$ cat src/rtl/game_ctrl_if.sv
// game_ctrl_if: button/sensor inputs and display/score outputs of the round controller.
interface game_ctrl_if #(
    parameter int N_PLAYERS = 2,
    parameter int SCORE_W   = 6,
    parameter int TIME_W    = 6
);
    logic                           tick;
    logic                           startGame;
    logic                           pause;
    logic                           clear;
    logic [N_PLAYERS-1:0]           player_scored;
    logic [2:0]                     state;
    logic                           game_active;
    logic [TIME_W-1:0]              time_remaining;
    logic [N_PLAYERS*SCORE_W-1:0]   scores;
    logic [SCORE_W-1:0]             high_score;
    logic [1:0]                     winner;
    logic                           tie;
    logic                           new_record;
    logic                           round_done;

    modport master (
        output tick, startGame, pause, clear, player_scored,
        input  state, game_active, time_remaining, scores, high_score,
               winner, tie, new_record, round_done
    );

    modport slave (
        input  tick, startGame, pause, clear, player_scored,
        output state, game_active, time_remaining, scores, high_score,
               winner, tie, new_record, round_done
    );
endinterface

$ cat src/rtl/game_ctrl.sv
// game_ctrl: countdown, timed round with pause, saturating multi-player scores,
// winner/tie evaluation and session high score.
module game_ctrl #(
    parameter int GAME_SECONDS      = 30,
    parameter int COUNTDOWN_SECONDS = 3,
    parameter int N_PLAYERS         = 2,
    parameter int SCORE_W           = 6,
    parameter int TIME_W            = 6
) (
    input logic         clkIn,
    input logic         reset,
    game_ctrl_if.slave  g
);
    typedef enum logic [2:0] {IDLE = 3'd0, COUNTDOWN = 3'd1, RUNNING = 3'd2, PAUSED = 3'd3, DONE = 3'd4} state_t;

    localparam logic [SCORE_W-1:0] SMAX   = '1;
    localparam logic [TIME_W-1:0]  T_GAME = TIME_W'(GAME_SECONDS);
    localparam logic [TIME_W-1:0]  T_CD   = TIME_W'(COUNTDOWN_SECONDS);
    localparam logic [TIME_W-1:0]  T_ONE  = TIME_W'(1);

    state_t               st;
    logic                 start_q, pause_q, ga, tie, nr, rd;
    logic [N_PLAYERS-1:0] ps_q;
    logic [TIME_W-1:0]    tm;
    logic [SCORE_W-1:0]   sc    [N_PLAYERS];
    logic [SCORE_W-1:0]   sc_nx [N_PLAYERS];
    logic [SCORE_W-1:0]   hs, mx;
    logic [1:0]           win, win_nx;
    logic [2:0]           cnt;

    wire                 start_rise = g.startGame & ~start_q;
    wire                 pause_rise = g.pause & ~pause_q;
    wire [N_PLAYERS-1:0] ps_rise    = g.player_scored & ~ps_q;

    // Scores as they will be after this edge, so an expiring tick sees same-cycle points
    always_comb begin
        mx     = '0;
        win_nx = '0;
        cnt    = '0;
        for (int i = 0; i < N_PLAYERS; i++) begin
            sc_nx[i] = (st == RUNNING && ps_rise[i] && sc[i] != SMAX) ? sc[i] + SCORE_W'(1) : sc[i];
            if (sc_nx[i] > mx) begin
                mx     = sc_nx[i];
                win_nx = 2'(i);
            end
        end
        for (int i = 0; i < N_PLAYERS; i++)
            cnt = cnt + {2'b0, sc_nx[i] == mx};
    end

    always_ff @(posedge clkIn or negedge reset) begin
        if (!reset) begin
            st      <= IDLE;
            ga      <= 1'b0;
            start_q <= 1'b1;
            pause_q <= 1'b1;
            ps_q    <= '1;
            tm      <= '0;
            hs      <= '0;
            win     <= '0;
            tie     <= 1'b0;
            nr      <= 1'b0;
            rd      <= 1'b0;
            for (int i = 0; i < N_PLAYERS; i++) sc[i] <= '0;
        end else begin
            start_q <= g.startGame;
            pause_q <= g.pause;
            ps_q    <= g.player_scored;
            rd      <= 1'b0;
            if (g.clear) begin
                st  <= IDLE;
                ga  <= 1'b0;
                tm  <= '0;
                win <= '0;
                tie <= 1'b0;
                nr  <= 1'b0;
                for (int i = 0; i < N_PLAYERS; i++) sc[i] <= '0;
            end else begin
                case (st)
                    IDLE, DONE: if (start_rise) begin
                        st  <= (COUNTDOWN_SECONDS > 0) ? COUNTDOWN : RUNNING;
                        ga  <= 1'(COUNTDOWN_SECONDS == 0);
                        tm  <= (COUNTDOWN_SECONDS > 0) ? T_CD : T_GAME;
                        win <= '0;
                        tie <= 1'b0;
                        nr  <= 1'b0;
                        for (int i = 0; i < N_PLAYERS; i++) sc[i] <= '0;
                    end
                    COUNTDOWN: if (g.tick) begin
                        if (tm == T_ONE) begin
                            st <= RUNNING;
                            ga <= 1'b1;
                            tm <= T_GAME;
                        end else tm <= tm - T_ONE;
                    end
                    RUNNING: begin
                        for (int i = 0; i < N_PLAYERS; i++) sc[i] <= sc_nx[i];
                        if (g.tick && tm == T_ONE) begin
                            st  <= DONE;
                            ga  <= 1'b0;
                            tm  <= '0;
                            rd  <= 1'b1;
                            win <= win_nx;
                            tie <= cnt > 3'd1;
                            if (mx > hs) begin
                                hs <= mx;
                                nr <= 1'b1;
                            end
                        end else begin
                            if (g.tick) tm <= tm - T_ONE;
                            if (pause_rise) begin
                                st <= PAUSED;
                                ga <= 1'b0;
                            end
                        end
                    end
                    PAUSED: if (pause_rise) begin
                        st <= RUNNING;
                        ga <= 1'b1;
                    end
                    default: begin
                        st <= IDLE;
                        ga <= 1'b0;
                    end
                endcase
            end
        end
    end

    for (genvar i = 0; i < N_PLAYERS; i++) begin : g_pack
        assign g.scores[i*SCORE_W +: SCORE_W] = sc[i];
    end

    assign g.state          = st;
    assign g.game_active    = ga;
    assign g.time_remaining = tm;
    assign g.high_score     = hs;
    assign g.winner         = win;
    assign g.tie            = tie;
    assign g.new_record     = nr;
    assign g.round_done     = rd;
endmodule

$ cat src/flat_wrapper.sv
// flat-port wrapper written by rule: the top's interface ports become plain ports
module game_ctrl_flat 
#(
    parameter int GAME_SECONDS      = 30,
    parameter int COUNTDOWN_SECONDS = 3,
    parameter int N_PLAYERS         = 2,
    parameter int SCORE_W           = 6,
    parameter int TIME_W            = 6
)
  (clkIn, reset, g_tick, g_startGame, g_pause, g_clear, g_player_scored, g_state, g_game_active, g_time_remaining, g_scores, g_high_score, g_winner, g_tie, g_new_record, g_round_done);
  game_ctrl_if #(.N_PLAYERS(N_PLAYERS), .SCORE_W(SCORE_W), .TIME_W(TIME_W)) g_i ();
  input logic clkIn;
  input logic reset;
  input wire logic [$bits(g_i.tick)-1:0] g_tick;
  input wire logic [$bits(g_i.startGame)-1:0] g_startGame;
  input wire logic [$bits(g_i.pause)-1:0] g_pause;
  input wire logic [$bits(g_i.clear)-1:0] g_clear;
  input wire logic [$bits(g_i.player_scored)-1:0] g_player_scored;
  output wire logic [$bits(g_i.state)-1:0] g_state;
  output wire logic [$bits(g_i.game_active)-1:0] g_game_active;
  output wire logic [$bits(g_i.time_remaining)-1:0] g_time_remaining;
  output wire logic [$bits(g_i.scores)-1:0] g_scores;
  output wire logic [$bits(g_i.high_score)-1:0] g_high_score;
  output wire logic [$bits(g_i.winner)-1:0] g_winner;
  output wire logic [$bits(g_i.tie)-1:0] g_tie;
  output wire logic [$bits(g_i.new_record)-1:0] g_new_record;
  output wire logic [$bits(g_i.round_done)-1:0] g_round_done;
  assign g_i.tick = g_tick;
  assign g_i.startGame = g_startGame;
  assign g_i.pause = g_pause;
  assign g_i.clear = g_clear;
  assign g_i.player_scored = g_player_scored;
  assign g_state = g_i.state;
  assign g_game_active = g_i.game_active;
  assign g_time_remaining = g_i.time_remaining;
  assign g_scores = g_i.scores;
  assign g_high_score = g_i.high_score;
  assign g_winner = g_i.winner;
  assign g_tie = g_i.tie;
  assign g_new_record = g_i.new_record;
  assign g_round_done = g_i.round_done;
  game_ctrl #(.GAME_SECONDS(GAME_SECONDS), .COUNTDOWN_SECONDS(COUNTDOWN_SECONDS), .N_PLAYERS(N_PLAYERS), .SCORE_W(SCORE_W), .TIME_W(TIME_W)) u_core (.clkIn(clkIn), .reset(reset), .g(g_i));
endmodule
$ cat config.mk
export PLATFORM = sky130hd
export DESIGN_NAME = game_ctrl_flat
export DESIGN_NICKNAME = d
export VERILOG_FILES = /design/src/rtl/game_ctrl_if.sv /design/src/rtl/game_ctrl.sv /design/src/flat_wrapper.sv
export SDC_FILE = /design/constraint.sdc
export NUM_CORES = 1
export LEC_CHECK = 0
export BUFFER_PORTS_ARGS = -buffer_cell sky130_fd_sc_hd__clkbuf_2
export CAP_MARGIN = 5
export CORE_ASPECT_RATIO = 2
export CORE_UTILIZATION = 50
export CTS_CLUSTER_SIZE = 8
export DETAILED_ROUTE_END_ITERATION = 7
export PLACE_DENSITY = 0.72
export SYNTH_ARGS = -nofsm -noshare
export SYNTH_HDL_FRONTEND = slang
export SYNTH_SLANG_ARGS = --single-unit
$ cat constraint.sdc
create_clock -name clkIn -period 5.5 [get_ports clkIn]
set_input_delay 1.1 -clock clkIn [delete_from_list [all_inputs] [get_ports clkIn]]
set_output_delay 1.1 -clock clkIn [all_outputs]
set_load 0.05 [all_outputs]
# Yosys cells after proc, flatten, opt, wreduce, memory -nomap -nowiden
# Cells that the tools add are included.
[word_totals]
reg_bits = 37
out_inout_bits = 33
wordCells = 105
[classes]
n_addsub = 4
order_cmp = 4
n_eq_ne = 17
n_mux = 45
bitwise_logic = 7
n_reduce_logical = 15
[op_table]
columns = ["operator", "count"]
rows = [
  ["two-way mux 6 bit", 10],
  ["two-way mux 12 bit", 2],
  ["case mux 12 bit (2 select lines)", 1],
  ["two-way mux 3 bit", 7],
  ["case mux 6 bit (3 select lines)", 1],
  ["two-way mux 1 bit", 16],
  ["adder 6 x 1 -> 6 bit, second input constant", 2],
  ["equality test 6 bit", 2],
  ["greater-than comparator 6 bit", 2],
  ["!= test 6 bit, second input constant", 2],
  ["case mux 3 bit (4 select lines)", 1],
  ["AND reduction 4 bit", 3],
  ["!= test 3 x 2 -> 1 bit, second input constant", 3],
  ["!= test 3 bit, second input constant", 3],
  ["equality test 3 x 2 -> 1 bit, second input constant", 2],
  ["equality test 6 x 1 -> 1 bit, second input constant", 1],
  ["greater-than comparator 6 x 1 -> 1 bit, second input constant", 1],
  ["two-way mux 2 bit", 3],
  ["subtractor 6 x 1 -> 6 bit, second input constant", 1],
  ["logical AND 1 bit", 5],
  ["AND reduction 5 bit", 1],
  ["!= test 4 x 3 -> 1 bit, second input constant", 1],
  ["!= test 4 bit, second input constant", 1],
  ["case mux 1 bit (2 select lines)", 2],
  ["16 further kinds", 19],
]

# Longest topological paths before layout
[depth]
ltp_word = 15
mapped_depth = 18

# Least setup slack after synthesis
# No wires, ideal clock.
[synth_timing]
kind = "input-to-reg"
start = "input g_player_scored[0]"
end = "register u_core.hs[1] (netlist: u_core.g.high_score[1])"
setup_time_ns = 0.125
arrival_time_ns = 4.716
t_required_ns = 5.375
slack_ns = 0.659
path_stages = 16
n_path_buf = 0
cell_sequence = "nor2b_1 -> o211a_4 -> nand4_1 -> xor2_1 -> ha_1 -> and4_1 -> a21oi_1 -> a32oi_2 -> mux2_2 -> ha_1 -> nor2b_1 -> o21a_1 -> o21a_1 -> o21bai_1 -> a2111oi_4 -> mux2_2"
[synth_via]
elab_chain_len = 10
[synth_rtl]
columns = ["item", "line", "source"]
rows = [
  ["from (decl)", "flat_wrapper.sv:18", "input wire logic [$bits(g_i.player_scored)-1:0] g_player_scored;"],
  ["bitwise AND 2 bit (*)", "game_ctrl.sv:33", "wire [N_PLAYERS-1:0] ps_rise = g.player_scored & ~ps_q;"],
  ["logical AND 1 bit (*) (2 in a row)", "game_ctrl.sv:41", "sc_nx[i] = (st == RUNNING && ps_rise[i] && sc[i] != SMAX) ? sc[i] + SCORE_W'(1) : sc[i];"],
  ["two-way mux 6 bit (*)", "game_ctrl.sv:41", ""],
  ["greater-than comparator 6 x 1 -> 1 bit", "game_ctrl.sv:42", "if (sc_nx[i] > mx) begin"],
  ["two-way mux 6 bit (*)", "game_ctrl.sv:42", ""],
  ["greater-than comparator 6 bit", "game_ctrl.sv:42", ""],
  ["two-way mux 6 bit (*)", "game_ctrl.sv:42", ""],
  ["greater-than comparator 6 bit", "game_ctrl.sv:105", "if (mx > hs) begin"],
  ["AND reduction 4 bit (no line)", "-", ""],
  ["to (signal assigned)", "game_ctrl.sv:106", "hs <= mx;"],
  ["to (decl)", "game_ctrl.sv:27", "logic [SCORE_W-1:0] hs, mx;"],
]
# Every way passes the cells marked *; elsewhere a longest branch is shown, timed or not.
# A chain may end at the register's enable or synchronous reset.

# Worst setup path after layout
[layout_timing]
start = "input g_player_scored[0]"
end = "register u_core.hs[2] (netlist: u_core.g.high_score[2])"
# Same word-level chain as after synthesis.

==> summary.txt <==
Outcome
  • Outcome: finished clean

Placed design
  • Post-DP HPWL: 4.78 mm
  • Port bufs: 39
  • Placed Cells: 358
  • GP Congestion: 0.993

Clock tree
  • CTS clk-pin slew, worst paths: 0.07 ns
  • CTS Buffer Depth: 2
  • CTS sink cnt: 36
  • CTS buffer count: 5
  • Post-CTS resize count: 0
  • Post-CTS Setup Repair Bufs: 0
  • Htree depth: 2
  • Worst-Skew Late Latency: 0.30 ns
  • Root Driver: clkbuf_8
  • CTS Hold Buffers Added: 0
  • TritonCTS clock tree: yes

Yosys
  • Avg Cell Area, Syn: 9.68 um^2
  • Syn Std Cell Area: 2530 um^2
  • Synth Net Count: 286
  • Yosys top cell by area: dfrtp_1
  • Synth Instances: 262
  • Top cell type's share of synthesized area: 0.316
  • Top post-synthesis cells by area: dfrtp_1 32%, ha_1 7.9%, mux2i_1 4.7%
  • FFs w/ async S/R, synth: 1.00
  • Top_reg_cell synth: dfrtp_1
  • YS warnings: 0
  • Yosys reg bits: 36
  • Synth unique cells: 64
  • Post-synth EDFFs: 0
  • Sequential share of the synthesized area: 0.357

Setup path
  • Worst path max stage delay: 0.54 ns
  • Worst Path Arrival: 5.04 ns
  • CP Launch Type: input pin
  • CP Class: input pin to register
  • CP bufs+invs: 1
  • Critical Path End Type: register
  • Critical-path cell list: clkbuf_2 -> nor2b_1 -> o211a_4 -> nand4_1 -> xor2_1 -> ha_1 -> and4_1 -> a32oi_2 -> mux2_2 -> ha_1 -> nor2b_1 -> o21a_1 -> o21a_1 -> o21bai_1 -> a2111oi_4 -> mux2_2
  • Worst EP required: 5.68 ns
  • Worst path top cell family by delay: compound AO/OA/AOI/OAI gates
  • Critical Path Fanout Max: 6
  • Slowest cell on the critical path: a2111oi_4

Drt
  • DRC: 0
  • Vias after detailed routing: 2,136
  • Vias per cell: 5.84
  • WL final: 6.16 mm
  • 1st-pass router iterations: 4
  • Routed Antenna Nets: 0
  • DR WL/cell: 16.8 um
  • DRT iter0 DRCs: 35

Global route
  • Largest net degree at the start of global routing: 37
  • Grt peak-use layer: met2
  • Initial antenna violation count: 0
  • Met2 GRT Util: 0.485
  • Overall Global Routing Usage: 0.255
  • Grt met3 use: 0.0575
  • Vias in the first global route: 2,123
  • Total gr overflow: 0
  • Met1 GRT Util: 0.231
  • First-pass GRT wire length: 9.77 mm

Timing
  • Worst Skew: 0.00504 ns
  • Final worst-path cycle share: 0.883
  • Fmax: 206 MHz
  • Crit path time final: 4.85 ns
  • Worst slew margin: 0.358
  • Final Hold Vio Count: 0
  • Setup-failing EPs final: 0
  • Max Slew Vio Count: 0
  • Least-Margin Pin Slew: 0.959 ns
  • RSZ-0062 raised after global routing: false
  • Final TNS setup: 0 ns

Floorplan
  • Initial Util: 0.521
  • Die Ht: 103 um
  • Core area: 4860 um^2
  • Die area: 5380 um^2
  • Die Wd: 52.4 um
  • Row count: 36
  • Top Ports: 41

Finish
  • Net count reported at finish: 332
  • Register area: 906 um^2
  • Most frequent cells in the layout: 39 x clkbuf_2, 32 x dfrtp_1, 26 x nand2_1, 23 x o21ai_0, 18 x inv_1
  • # fillers: 466
  • Area delta synth->final: 14.9%
  • Multi-input gate area: 1520 um^2
  • Ant diodes: 0
  • Share of post-route cells with drive strength above 1: 0.265
  • Post-Layout Cell Count: 366
  • Most common library cell in the layout ignoring fill and taps: clkbuf_2

Pwr
  • P_leak: 1.36 nW
  • Max rail drop VDD: 0.224 mV
  • PwrDens: 303 nW/um^2

Worst hold path
  • Worst Hold Class: register to register

Run
  • MaxCap Viol Count: 0
cell usage after synthesis (all sizes together), types with 2 or more instances:
cell type and instances:
nor3 7, xnor2 7, nor3b 2, xor2 4
nand4 5, a21o 4, a22o 2, buf 5
and2 2, clkbuf 3, nand2b 9, o31ai 2
and3 2, inv 18, nor2b 7, a21oi 12
o21ai 23, dfrtp 32, mux2 7, mux2i 14
nand3 10, a31o 2, o211a 2, nor2 8
nand2 26, a32oi 2, ha 16, o22ai 2
o21a 2, dfstp 4
metrics by stage:
step / hold WS [ns] / setup WS, ns / cell area, um^2 / power (mW) / util
2_1_floorplan: 0.761 / 0.659 / 2530 / 0.594 / -
3_5_place_dp: 0.493 / 0.266 / 2820 / 0.685 / 0.580
5_1_grt: 0.544 / 0.356 / 2910 / 0.940 / 0.599
6_report: 0.513 / 0.645 / 2910 / 0.883 / 0.599
3_3_place_gp: 0.474 / 0.349 / 2820 / 0.679 / 0.580
4_1_cts: 0.510 / 0.594 / 2910 / 0.890 / 0.599
flip-flops by register name, indices dropped and copies added (netlist names):
name                     cells
u_core.g.tie                 1
u_core.g.new_record          1
u_core.g.game_active         1
u_core.g.winner              1
u_core.g.high_score          6
u_core.g.round_done          1
u_core.g.state               3
u_core.start_q               1
u_core.g.scores             12
u_core.g.time_remaining      6
u_core.pause_q               1
u_core.ps_q                  2
where the power goes:
group          switching, mW  total (mW)  internal (mW)  leakage, nW
clock                  0.100       0.200          0.100       0.0510
combinational          0.250       0.359          0.109        0.830
sequential            0.0326       0.324          0.291        0.477
layer usage:
metal / wire length (um) / up-vias
met4: 222 / 0
met3: 215 / 15
met2: 3570 / 46
met1: 2150 / 1049
li1: - / 1026
met5: 0 / -
cell type report:
cell class,instances,share of cell area
inverters,18,0.0232
clock inverters,2,0.00344
well taps,57,0.0245
clock buffers,6,0.0284
flip-flops and latches,36,0.311
multi-input cells,200,0.522
repair buffers,47,0.0876
kinds of logic after synthesis:
| logic type | after synthesis | synth area share |
|---|---|---|
| simple gates | 85 | 0.184 |
| compound gates | 64 | 0.189 |
| flops | 36 | 0.357 |
| buf+inv | 26 | 0.0429 |
| mux | 21 | 0.0928 |
| fa+ha+maj | 17 | 0.0829 |
| xor+xnor | 12 | 0.0499 |
| other cells | 1 | 0.00148 |
final timing paths:
path	depth (start not counted)	to	slack (ns)	from
setup reg to reg	15	u_core.g.high_score[2]	0.82	u_core.g.state[2]
hold / removal	1	u_core.g.winner[0]	0.51	u_core.g.winner[0]
setup / recovery	16	u_core.g.high_score[2]	0.65	g_player_scored[0]
max in group asynchronous	1	u_core.g.scores[1]	3.98	reset
min in group asynchronous	1	u_core.g.time_remaining[0]	0.93	reset
hold reg to reg	1	u_core.g.winner[0]	0.51	u_core.g.winner[0]
(Power assumes the default switching activity.)
